===== src/rtl/disp_bus_pkg.sv =====
// Shared types and defaults for the display bus arbiter: FSM state, display word, sizing defaults.
package disp_bus_pkg;

    localparam int DEF_N_REQ = 4;
    localparam int DEF_DWELL = 1000;

    typedef logic [31:0] disp_word_t;

    typedef enum logic {
        ST_IDLE = 1'b0,
        ST_HOLD = 1'b1
    } disp_state_e;

    // Successor of a requester index, wrapping at the number of requesters actually present.
    function automatic int wrap_inc(input int idx, input int n);
        int nxt;
        if (idx + 1 >= n) begin
            nxt = 0;
        end else begin
            nxt = idx + 1;
        end
        return nxt;
    endfunction

endpackage


===== src/rtl/rr_picker.sv =====
// Combinational round-robin search: first asserted request at or after ptr, wrapping at N_REQ.
module rr_picker
    import disp_bus_pkg::*;
#(
    parameter  int N_REQ = DEF_N_REQ,
    localparam int IW    = (N_REQ > 1) ? $clog2(N_REQ) : 1
) (
    input  logic [N_REQ-1:0] req,
    input  logic [IW-1:0]    ptr,
    output logic [N_REQ-1:0] win,
    output logic             valid
);

    int   idx_s;
    logic found_s;

    // Walk the requesters starting at ptr; the first hit wins.
    always_comb begin
        win     = '0;
        found_s = 1'b0;
        idx_s   = 0;
        for (int k = 0; k < N_REQ; k++) begin
            idx_s = int'(ptr) + k;
            if (idx_s >= N_REQ) begin
                idx_s = idx_s - N_REQ;
            end else begin
                idx_s = idx_s;
            end
            if (!found_s && req[idx_s]) begin
                win[idx_s] = 1'b1;
                found_s    = 1'b1;
            end else begin
                found_s = found_s;
            end
        end
        valid = found_s;
    end

endmodule


===== src/rtl/display_bus_arbiter.sv =====
// Round-robin arbiter sharing a seven-segment display among N_REQ requesters with a minimum dwell.
// Optional preemption by requester 0 is enabled with macro DISP_ARB_PREEMPT_EN.
module display_bus_arbiter
    import disp_bus_pkg::*;
#(
    parameter  int N_REQ = DEF_N_REQ,
    parameter  int DWELL = DEF_DWELL,
    localparam int IW    = (N_REQ > 1) ? $clog2(N_REQ) : 1
) (
    input  logic                clk,
    input  logic                clr,
    input  logic [N_REQ-1:0]    req,
    input  logic [N_REQ*32-1:0] wdata,
    output logic [N_REQ-1:0]    gnt,
    output logic [31:0]         disp_data,
    output logic [IW-1:0]       owner,
    output logic                busy
);

    localparam logic [15:0] CNT_LOAD = 16'(DWELL - 1);

    disp_state_e      state_q, state_d;
    logic [15:0]      cnt_q, cnt_d;
    logic [IW-1:0]    ptr_q, ptr_d;
    logic [N_REQ-1:0] gnt_q, gnt_d;
    disp_word_t       disp_q, disp_d;
    logic [IW-1:0]    owner_q, owner_d;
    logic             busy_q, busy_d;

    logic [N_REQ-1:0] pick_win_s;
    logic             pick_valid_s;
    int               pick_idx_s;
    int               win_idx_s;
    logic             grant_s;

    rr_picker #(.N_REQ(N_REQ)) u_picker (
        .req   (req),
        .ptr   (ptr_q),
        .win   (pick_win_s),
        .valid (pick_valid_s)
    );

    // One-hot winner to index.
    always_comb begin
        pick_idx_s = 0;
        for (int i = 0; i < N_REQ; i++) begin
            if (pick_win_s[i]) begin
                pick_idx_s = i;
            end else begin
                pick_idx_s = pick_idx_s;
            end
        end
    end

    // Next-state logic: grant from IDLE, count down the dwell in HOLD.
    always_comb begin
        state_d   = state_q;
        cnt_d     = cnt_q;
        ptr_d     = ptr_q;
        gnt_d     = '0;
        disp_d    = disp_q;
        owner_d   = owner_q;
        grant_s   = 1'b0;
        win_idx_s = pick_idx_s;
        case (state_q)
            ST_IDLE: begin
                if (pick_valid_s) begin
                    grant_s = 1'b1;
                end else begin
                    grant_s = 1'b0;
                end
            end
            ST_HOLD: begin
`ifdef DISP_ARB_PREEMPT_EN
                // Requester 0 may cut a foreign dwell short, but never its own.
                if (req[0] && (owner_q != '0)) begin
                    grant_s   = 1'b1;
                    win_idx_s = 0;
                end else if (cnt_q == 16'd0) begin
                    state_d = ST_IDLE;
                end else begin
                    cnt_d = cnt_q - 16'd1;
                end
`else
                if (cnt_q == 16'd0) begin
                    state_d = ST_IDLE;
                end else begin
                    cnt_d = cnt_q - 16'd1;
                end
`endif
            end
            default: begin
                state_d = ST_IDLE;
            end
        endcase
        if (grant_s) begin
            gnt_d[win_idx_s] = 1'b1;
            disp_d           = wdata[32*win_idx_s +: 32];
            owner_d          = IW'(win_idx_s);
            ptr_d            = IW'(wrap_inc(win_idx_s, N_REQ));
            cnt_d            = CNT_LOAD;
            state_d          = ST_HOLD;
        end else begin
            gnt_d = '0;
        end
        busy_d = (state_d == ST_HOLD);
    end

    // State and output registers with immediate clear.
    always_ff @(posedge clk or negedge clr) begin
        if (!clr) begin
            state_q <= ST_IDLE;
            cnt_q   <= 16'd0;
            ptr_q   <= '0;
            gnt_q   <= '0;
            disp_q  <= 32'h0;
            owner_q <= '0;
            busy_q  <= 1'b0;
        end else begin
            state_q <= state_d;
            cnt_q   <= cnt_d;
            ptr_q   <= ptr_d;
            gnt_q   <= gnt_d;
            disp_q  <= disp_d;
            owner_q <= owner_d;
            busy_q  <= busy_d;
        end
    end

    assign gnt       = gnt_q;
    assign disp_data = disp_q;
    assign owner     = owner_q;
    assign busy      = busy_q;

endmodule


===== config.mk =====
export PLATFORM = sky130hd
export DESIGN_NAME = display_bus_arbiter
export DESIGN_NICKNAME = d
export VERILOG_FILES = /design/src/rtl/disp_bus_pkg.sv /design/src/rtl/rr_picker.sv /design/src/rtl/display_bus_arbiter.sv
export SDC_FILE = /design/constraint.sdc
export NUM_CORES = 1
export LEC_CHECK = 0
export ABC_AREA = 1
export ABC_CLOCK_PERIOD_IN_PS = 2900
export CAP_MARGIN = 20
export CORE_UTILIZATION = 39
export CTS_CLUSTER_DIAMETER = 30
export DETAILED_ROUTE_END_ITERATION = 16
export PLACE_DENSITY = 0.78
export SYNTH_ARGS = -nofsm -noshare
export SYNTH_HDL_FRONTEND = slang
export SYNTH_HIERARCHICAL = 1
export SYNTH_SLANG_ARGS = --single-unit

===== constraint.sdc =====
create_clock -name clk -period 2.9 [get_ports clk]
set_clock_uncertainty 0.2 [all_clocks]
set_input_delay 0.58 -clock clk [delete_from_list [all_inputs] [get_ports clk]]
set_output_delay 0.58 -clock clk [all_outputs]
set_load 0.02 [all_outputs]

After elaboration in Yosys (flattened, before gate mapping). Cells that the tools add are included.

Magnitude comparators: 15. Bitwise gates (word level): 3. Shifts and indexed selects: 1. Mux-type cells: 47. Eq/ne operators: 1. Reductions and logical operators: 14. $add $sub $neg: 9.

Operator list (number): 32-bit by 1-bit greater-or-equal comparator with 1-bit output, second input constant (5); 32-bit by 4-bit < comparator with 1-bit output, second input constant (5); 32-bit two-way mux (5); 32-bit by 4-bit greater-or-equal comparator with 1-bit output, second input constant (4); 128-bit by 32-bit variable part select with 32-bit output (1); 32-bit by 4-bit subtractor with 32-bit output, second input constant (3); 16-bit two-way mux (3); 32-bit by 2-bit adder with 32-bit output, second input constant (1); 1-bit two-way mux (23); 4-bit two-way mux (5); 16-bit logical NOT (1); 16-bit by 1-bit subtractor with 16-bit output, second input constant (1); 4-bit bitwise OR (3); 1-bit demux with 2-bit select (5); 1-bit binary-select mux with 2-bit select (4); 1-bit logical AND (8); 2-bit by 2-bit adder with 3-bit output, second input constant (2); 2-bit two-way mux (2); 2-bit by 3-bit subtractor with 4-bit output, second input constant (1); 2-bit by 1-bit adder with 3-bit output, second input constant (1); 2-bit by 3-bit greater-or-equal comparator with 1-bit output, second input constant (1); 1-bit logical NOT (3); 2-bit != test, second input constant (1); 2-bit AND reduction (1); 2-bit nonzero test (1).

Input port bits: 134. Bits in registers: 57. Output and inout bits: 39. Word-level logic and storage cells: 96.

Depth between registers and ports, before layout. Gate-level depths: netlist of the first run.

Depth after elaboration: 23. Depth in mapped cells: 17. Mapped depth without buffers: 16.

Hierarchy. The synthesis of the first run kept the hierarchy.

By module, submodules not included: display_bus_arbiter (seq. area each 1426.4 um^2, area each 3487.1 um^2, times used 1, cells an instance 501); rr_picker (seq. area each 0.0 um^2, area each 444.2 um^2, times used 1, cells an instance 78).

Worst setup path before layout of the first run. OpenSTA, ideal clock, no wires.

Kind: register to register. From: reg ptr_q[0]. To: reg ptr_q[1]. Setup time: 0.116 ns. Setup slack: 0.148 ns. Cell stages (with the launch flop): 16. Data required time: 2.584 ns. Path buffers: 1. Clock period less this slack: 2.752 ns. Arrival: 2.436 ns. Path through: dfrtp_1 -> inv_2 -> ha_1 -> inv_1 -> nand3_1 -> nand2_1 -> nand2_2 -> nor2_4 -> nand3_1 -> nand2_1 -> nor2_2 -> inv_1 -> clkbuf_1 -> ha_1 -> nand2_1 -> nand2_1.

RTL lines: from (decl) (RTL line display_bus_arbiter.sv:24) `logic [IW-1:0] ptr_q, ptr_d;`; from (signal assigned) (RTL line display_bus_arbiter.sv:122) `ptr_q <= ptr_d;`.

Final worst setup path of the first run.
From: reg ptr_q[0]. To: reg gnt_q[2], in the netlist gnt[2].

Elaborated cells on any way between the ends: 75. Those cells by class: 7 x add/sub; 14 x order compare; 40 x mux; 3 x bitwise; 11 x reduce/logical.

RTL lines: parallel branches: the longest is 14 deep, another holds 32-bit by 4-bit subtractor with 32-bit output; 4-bit two-way mux * (RTL line rr_picker.sv:29) `if (!found_s && req[idx_s]) begin`; named net pick_win_s[3] (RTL line display_bus_arbiter.sv:30) `logic [N_REQ-1:0] pick_win_s;`; 32-bit two-way mux * (RTL line display_bus_arbiter.sv:47) `if (pick_win_s[i]) begin`; 32-bit by 1-bit greater-or-equal comparator with 1-bit output (not written as such) / 32-bit by 4-bit < comparator with 1-bit output (equally long branches) (RTL line display_bus_arbiter.sv:97) `gnt_d[win_idx_s] = 1'b1;`; 1-bit logical AND (not written as such) (RTL line display_bus_arbiter.sv:97); 1-bit two-way mux (not written as such) (RTL line display_bus_arbiter.sv:97); 1-bit demux with 2-bit select * (RTL line display_bus_arbiter.sv:97); 4-bit two-way mux * (RTL line display_bus_arbiter.sv:96) `if (grant_s) begin`; named net gnt_d[2] (RTL line display_bus_arbiter.sv:25) `logic [N_REQ-1:0] gnt_q, gnt_d;`; to (signal assigned) (RTL line display_bus_arbiter.sv:123) `gnt_q <= gnt_d;`; to (decl) (RTL line display_bus_arbiter.sv:25).

Mark *: on every way through the listed nets, which the timed path passes. The select of a mux whose other input is x is not followed. A chain may end at the register's enable or synchronous reset.

==> results of run 1 <==
[sequential cells by signal, summed over array words and instances, names as in the netlist]
name       flops
disp_data     32
cnt_q         16
gnt            4
owner          2
ptr_q          2
busy           1
[metal layers]
metal	wire, microns	part of all wire	vias up	track usage
met3	919	0.072	30	0.0657
met2	6620	0.52	170	0.449
met1	4980	0.39	2041	0.275
li1	-	-	2211	-
met5	0	0	-	0
met4	305	0.024	0	0.100
[worst max-delay path, delay by kind of cell, from the launching register on]
kind / cells / cell delay [ns]
AND/OR/NAND/NOR: 8 / 0.81
flip-flops: 1 / 0.39
buffers and inverters: 5 / 0.79
adder cells (fa/ha/maj): 2 / 0.45
[worst paths after layout]
check,from,slack [ns],cells after the start,end
min reg2reg,disp_data[27],0.31,2,disp_data[27]
max,ptr_q[0],0.18,15,gnt[2]
min in group clk,disp_data[27],0.31,2,disp_data[27]
min,clr,0.03,1,cnt_q[15]
max reg2reg,ptr_q[0],0.18,15,gnt[2]
max in group asynchronous,clr,1.80,2,disp_data[31]
[cells in the final DEF, fill, tap and decap left out]
cell,instances
o21ai_1,10
o21ai_0,53
o221ai_1,6
dfrtp_1,57
nand3_1,26
xor2_1,1
a21oi_1,1
buf_2,1
nor3_1,1
o21ai_2,3
bufinv_16,1
and2_2,1
nor2_4,3
nand3_4,2
nand2_1,83
nor2_1,186
a31oi_1,29
nand4_1,7
nand3_2,1
nor2_2,2
clkbuf_1,2
o21bai_1,1
inv_2,4
buf_12,4
nand2_2,6
o211ai_1,1
nand3b_1,1
o22ai_2,1
o21a_1,2
inv_1,37
nand2_4,5
ha_1,13
clkbuf_8,9
clkinv_2,3
clkdlybuf4s50_1,171
buf_4,17
[cell type report]
class	instances	area, sq um
clock buffer	11	131
clock inverter	4	45.0
fill	847	3700
inverter	41	154
multi-input combinational	445	2180
sequential	57	1430
tap	133	166
timing repair buffer	193	1920
[power by group through the flow]
stage	sequential [W]	combinational (W)	clock (W)
after global placement	0.000810	0.000368	0
final	0.000795	0.000373	0.000705
after floorplan	0.000810	0.000122	0
after global routing	0.000794	0.000406	0.000747
after detailed placement	0.000810	0.000373	0
after CTS	0.000795	0.000374	0.000713
[metrics by stage]
stage                     setup TNS, ns  instances  total power (W)  hold WS (ns)
final                                 0        884          0.00187        0.0278
after floorplan                       0        571         0.000932        0.0844
after CTS                             0        884          0.00188        0.0411
after detailed placement        -0.0159        869          0.00118         0.288
after global routing                  0        884          0.00195        0.0718
after global placement                0        869          0.00118         0.283
==> summary by stage, run 1 <==
Status
The flow ran to the end, and the final reports show no timing, DRC or antenna violations.

Timing
Setup violations remaining at the end of the flow were counted as 0. Of the available clock period, the critical path in the final layout requires 0.936. The count of final max-slew check failures came to 0. Setup repair after global routing left no endpoint under its margin. The fmax is around 370 MHz. The normalized max-slew margin is 0.579. Across all setup checks in the final design, the least slack found is 0.185 ns.

The worst path needs about 2.7 ns of the cycle, external delays included. The number of hold violations in the final report came to 0. At the pin with the least slew margin, the transition time is roughly 0.63 ns.

Clock network
The number of buffers on the longest clock path is 2. Clock tree synthesis inserted a total of 9 buffers. The number of H-tree branching levels is 3. The clock-pin slew reported for the worst setup and hold paths after clock tree synthesis is around 0.060 ns. For this design, the CTS-stage hold fixing added 0 buffers.

Clock latency on the worst-skew pair, taken at its later pin, is 0.33 ns. For this design, the sink count on the clock tree is 57. The CTS tree is yes. The post-cts resize count is 0.

The root buffer cell chosen for the clock tree is clkbuf_8. Once the clock tree was built, the setup fixing pass inserted 0 buffers.

Setup path
The signal on the critical path passes through inv_2, ha_1, inv_1, nand3_1, nand2_1, nand2_2, nor2_4, nand3_1, nand2_1, nor2_2, inv_1, buf_4, ha_1, inv_1, nor2_1. The critical path's most frequent cell is inv_1. The critical path is of the reg2reg type. The delay of the slowest critical-path stage is around 0.39 ns. The startpoint kind of the worst setup timing path is a register. The largest fanout of any net on the critical path is 10. The data arrival time of the critical path is roughly 2.8 ns. The required time reported for the critical path endpoint is 2.97 ns. The slowest cell on the critical path is dfrtp_1. The critical path endpoint category is a register.

Layout
The post-layout utilization of the core is 0.620. The number of inserted diodes is 0. The net count of the finished layout is roughly 890. The area growth from synthesis to layout is 54.7%. Once layout is done, the placed cells without fillers occupy 6030 sq um. In the final layout, the share of cells above drive strength 1 is 0.0839.

Placement
The post-detailed-placement half-perimeter wirelength is ~9.9 mm. The placed instance area is between 5000 and 6000 sq um. The final weighted congestion in routability-driven placement is slightly below 0.9. The number of buffer cells added on primary ports is ~170. The post-placement worst setup slack is -0.0159 ns.

Detailed routing
Summed over all layers, the routed wires come to about 13 mm. The count of nets left with antenna violations once routing finished came out at 0. The wire length per cell after detailed routing is 14.5 microns. For this run, design rule violations remaining after detail routing come to 0. After detailed routing, the number of vias per cell comes to between 5 and 6. Before antenna repair, the detailed router went through 5 iterations. The total vias in the final route is about 4500.

The initial detailed-routing violation count is 145.

Synth
The yosys synthesis warning count is 6. The net count of the mapped netlist is just over 700. The synthesized area is around 3900 sq um.

After synthesis, the mean cell area works out to just under 7 sq um. Synthesis produced a netlist whose cell count is roughly 570.

Power
VDD sags by at most around 160 uV. The total power density per cell area is roughly 310 nW/um^2. For this design the total switching power over the nets is ~0.00047 W. The internal power is about 0.0014 W.

Of the total power, registers draw 0.424. The total leakage power is about 2.7 nW. The part of the total power dissipated in the clock network is 0.376. Of the total power, combinational logic draws 0.199. Of the total power, the share spent switching nets is 0.251.

Floorplan
The count of boundary I/O pins is roughly 170. The floorplan step set the die height to ~100 microns. The die is roughly 100 microns wide. The die covers a little over 10000 sq um. The area of the core region is ~10000 sq um. After floorplanning, the core was divided into 36 placement rows.

The initial utilization of the core area, before any placement, comes to 0.401.

Global routing
In the global route stage, overall resource usage came out at 0.248. Entering global routing, the biggest net connects 60 pins. The number of antenna violations at the first check in global routing is 0. Global routing finished with a remaining overflow of 0. The wire length of the first global-routing pass is about 20 mm.

The via count of the first global-routing pass came to between 4000 and 5000.

Hold path
The path class of the tightest hold or removal check is in2async.

Flow run
The number of max-capacitance violations reported is 0.
Note: power is estimated with default switching activity, not from simulation.
==> run 2, diff against run 1 <==
- ABC_CLOCK_PERIOD_IN_PS: 2900 -> 2200
- clock period: 2.9 -> 2.2 ns (I/O delays scaled with it)
==> summary by stage, run 2 (synthesized netlist as in run 1, its figures left out) <==
Timing
Dividing the final minimum period by the clock period gives 1.10. The final worst slack is -0.223 ns. The number of hold violations in the final report is 0. Measured against its own limit, the worst slew margin works out to 0.637.

The post-layout minimum cycle time is 2.42 ns. The number of endpoints failing setup at the final stage is 50. The setup TNS after final layout is -7.08 ns. The count of final max-slew check failures is 0. For the pin with the worst max-slew slack, the measured transition is about 0.55 ns. Setup repair after global routing could not meet its margin everywhere. Timing would allow up to a little over 400 MHz.

Detailed routing
After detailed routing, the total wire length is 14.9 mm. The initial detailed-routing violation count is 193. After detailed routing, the average wire length per cell comes to roughly 16 microns. The first detailed-routing pass ran for 5 iterations.

In the routed design, unresolved DRC markers number 0. The total vias in the final route is 4862. The detail route stage leaves a number of antenna-violating nets equal to 0.

Using the TritonRoute via totals, the vias-per-cell ratio works out to between 5 and 6.

Hold path
The tightest min-delay check is of the reg2reg type.

Clock network
The clock tree synthesis step divided the H-tree into 3 levels. The cell at the root of the clock tree is clkbuf_8. After clock tree synthesis, the clock-pin slew on the worst setup and hold paths is about 0.070 ns.

The number of buffers on the longest clock path is 2. TritonCTS created 9 clock buffers. CTS saw 57 sinks. The CTS tree is yes. The worst-skew pair later-pin latency is between 0.3 and 0.4 ns.

Layout
The register with the most flip-flops in the layout has 32 of them. The net count of the finished layout is between 900 and 1000. The fraction of final layout cells with drive strength greater than 1 is 0.206.

The post-layout utilization of the core is 0.694. With fillers left out, the area of the finished cells amounts to 6750 sq um. 0 antenna diodes ended up in the layout. The most common library cell in the layout ignoring fill and taps is nor2_1. Compared with the post-synthesis result, the final layout area differs by 73.1%.

In the layout the commonest cells are nor2_1 (175), clkdlybuf4s50_1 (170), nand2_1 (71), dfrtp_1 (54), o21ai_1 (37).

Power
In this run the static leakage power is between 2 and 3 nW. Across the VDD grid, the largest voltage drop is approximately 280 uV. In this run the power density over the cells is 377 nW/um^2.

Global routing
The total overflow left after global routing is 0. Entering global routing, the biggest net connects 30 pins. The total routing usage reported by global routing is 0.273.

The number of antenna violations at the first check in global routing was 0. The first global-routing pass estimated 21.8 mm of wire. The via count of the first global-routing pass is 4688.

Setup path
The path type of the worst setup path is in2reg. For the worst setup path, the data required time is around 2.2 ns. Traced cell by cell, the critical path runs through clkdlybuf4s50_1, nand2_1, nand3_4, nand2_4, nand3_2, nor2_2, nor2_2, nand2_4, nor2_4, inv_4, buf_12, ha_4, nand2_1, nand2_1.

The data arrival time of the critical path is roughly 2.5 ns. STA classifies the critical path endpoint as a register. Of all nets on the critical path, the largest fanout is 22. The worst setup path is launched from an input port. The slowest stage of the critical path belongs to the cell clkdlybuf4s50_1. The kind of cell with the highest combined delay along the critical path is simple AND/OR/NAND/NOR gates. The delay of the slowest critical-path stage is 0.51 ns. The critical path's most frequent cell is nand2_1. The worst path buffer plus inverter count is 3.

Floorplan
In this run the horizontal extent of the chip is 102 microns. The floorplan has 36 rows. The floorplan step defined a die boundary enclosing between 10000 and 15000 sq um.

The count of boundary I/O pins is 173. The floorplan step set the die height to 102 microns. The area of the core region is roughly 9700 sq um. The effective utilization at floorplan is 0.401.

Flow run
The tool flagged a number of max-cap violations equal to 0.

Placement
The placed instance area is a little over 6000 sq um. In this run the tool buffered the top-level ports with 172 buffer cells. The post-detailed-placement half-perimeter wirelength is ~10 mm. The final weighted congestion in routability-driven placement is around 0.90.

Status
The flow ran to the end, but the final reports show violations. The final reports fail on negative setup slack.
run 2: changes by cell type in the layout (fill, tap and decap cells not counted), moves of 9 or more:
cell     before  now
buf_4        17   28
o21ai_2       3   21
nor2_1      186  175
buf_6         0   11
nand2_1      83   71
nor2_2        2   11
o21ai_0      53    8
o21ai_1      10   37
run 2: metrics by stage:
step | hold WS (ns) | power (W) | worst slack (ns) | cells
detailed placement | 0.250 | 0.00158 | -0.539 | 886
global route | 0.344 | 0.00264 | -0.301 | 916
floorplan | -0.0556 | 0.00125 | -0.157 | 571
global placement | 0.251 | 0.00158 | -0.452 | 886
CTS | 0.305 | 0.00250 | -0.106 | 905
finish | 0.303 | 0.00254 | -0.223 | 916
run 2: worst paths after layout:
| kind | cells after the start | to | slack, ns | from |
|---|---|---|---|---|
| hold / removal | 2 | owner[1] | 0.30 | owner[1] |
| setup / recovery | 14 | ptr_q[1] | -0.22 | req[3] |
| setup reg to reg | 15 | ptr_q[1] | -0.20 | ptr_q[0] |
| min in group asynchronous | 2 | owner[0] | 0.44 | clr |
| max in group asynchronous | 3 | ptr_q[0] | 0.80 | clr |
| hold reg to reg | 2 | owner[1] | 0.30 | owner[1] |
run 2: timing repair:
action	CTS	global route
cloned	1	3
hold endpoints to repair	21	0
gates resized for setup	63	64
setup buffers	2	8
setup endpoints to repair	39	56
hold buffers	1	0
pin swaps	8	6
run 2: where the power goes:
group          total, W  internal, W  switching (W)
logic          0.000601     0.000339       0.000262
clock network  0.000895     0.000465       0.000430
registers       0.00105      0.00105              0
run 2: worst reg2reg max path, cell delays in order (launching register included):
cell	delay [ns]
dfrtp_2	0.40
inv_4	0.06
ha_4	0.29
inv_4	0.05
nand3_2	0.05
nand2_2	0.07
nand3_2	0.12
nor2_2	0.06
nor2_2	0.16
nand2_4	0.10
nor2_4	0.17
inv_4	0.07
buf_12	0.16
ha_4	0.23
nand2_1	0.06
nand2_1	0.05
run 2: layout make-up:
cell class	instances	area (sq um)
timing repair buffer	223	2290
fill	755	2980
multi-input combinational	447	2500
tap	133	166
sequential	57	1430
clock buffer	13	159
inverter	41	189
clock inverter	2	13.8
run 2: layer usage:
layer | GRT usage | vias up | wire length [microns]
li1 | - | 2272 | -
met1 | 0.319 | 2294 | 5450
met2 | 0.477 | 243 | 7780
met3 | 0.0657 | 53 | 1130
met4 | 0.116 | 0 | 558
met5 | 0 | - | 0
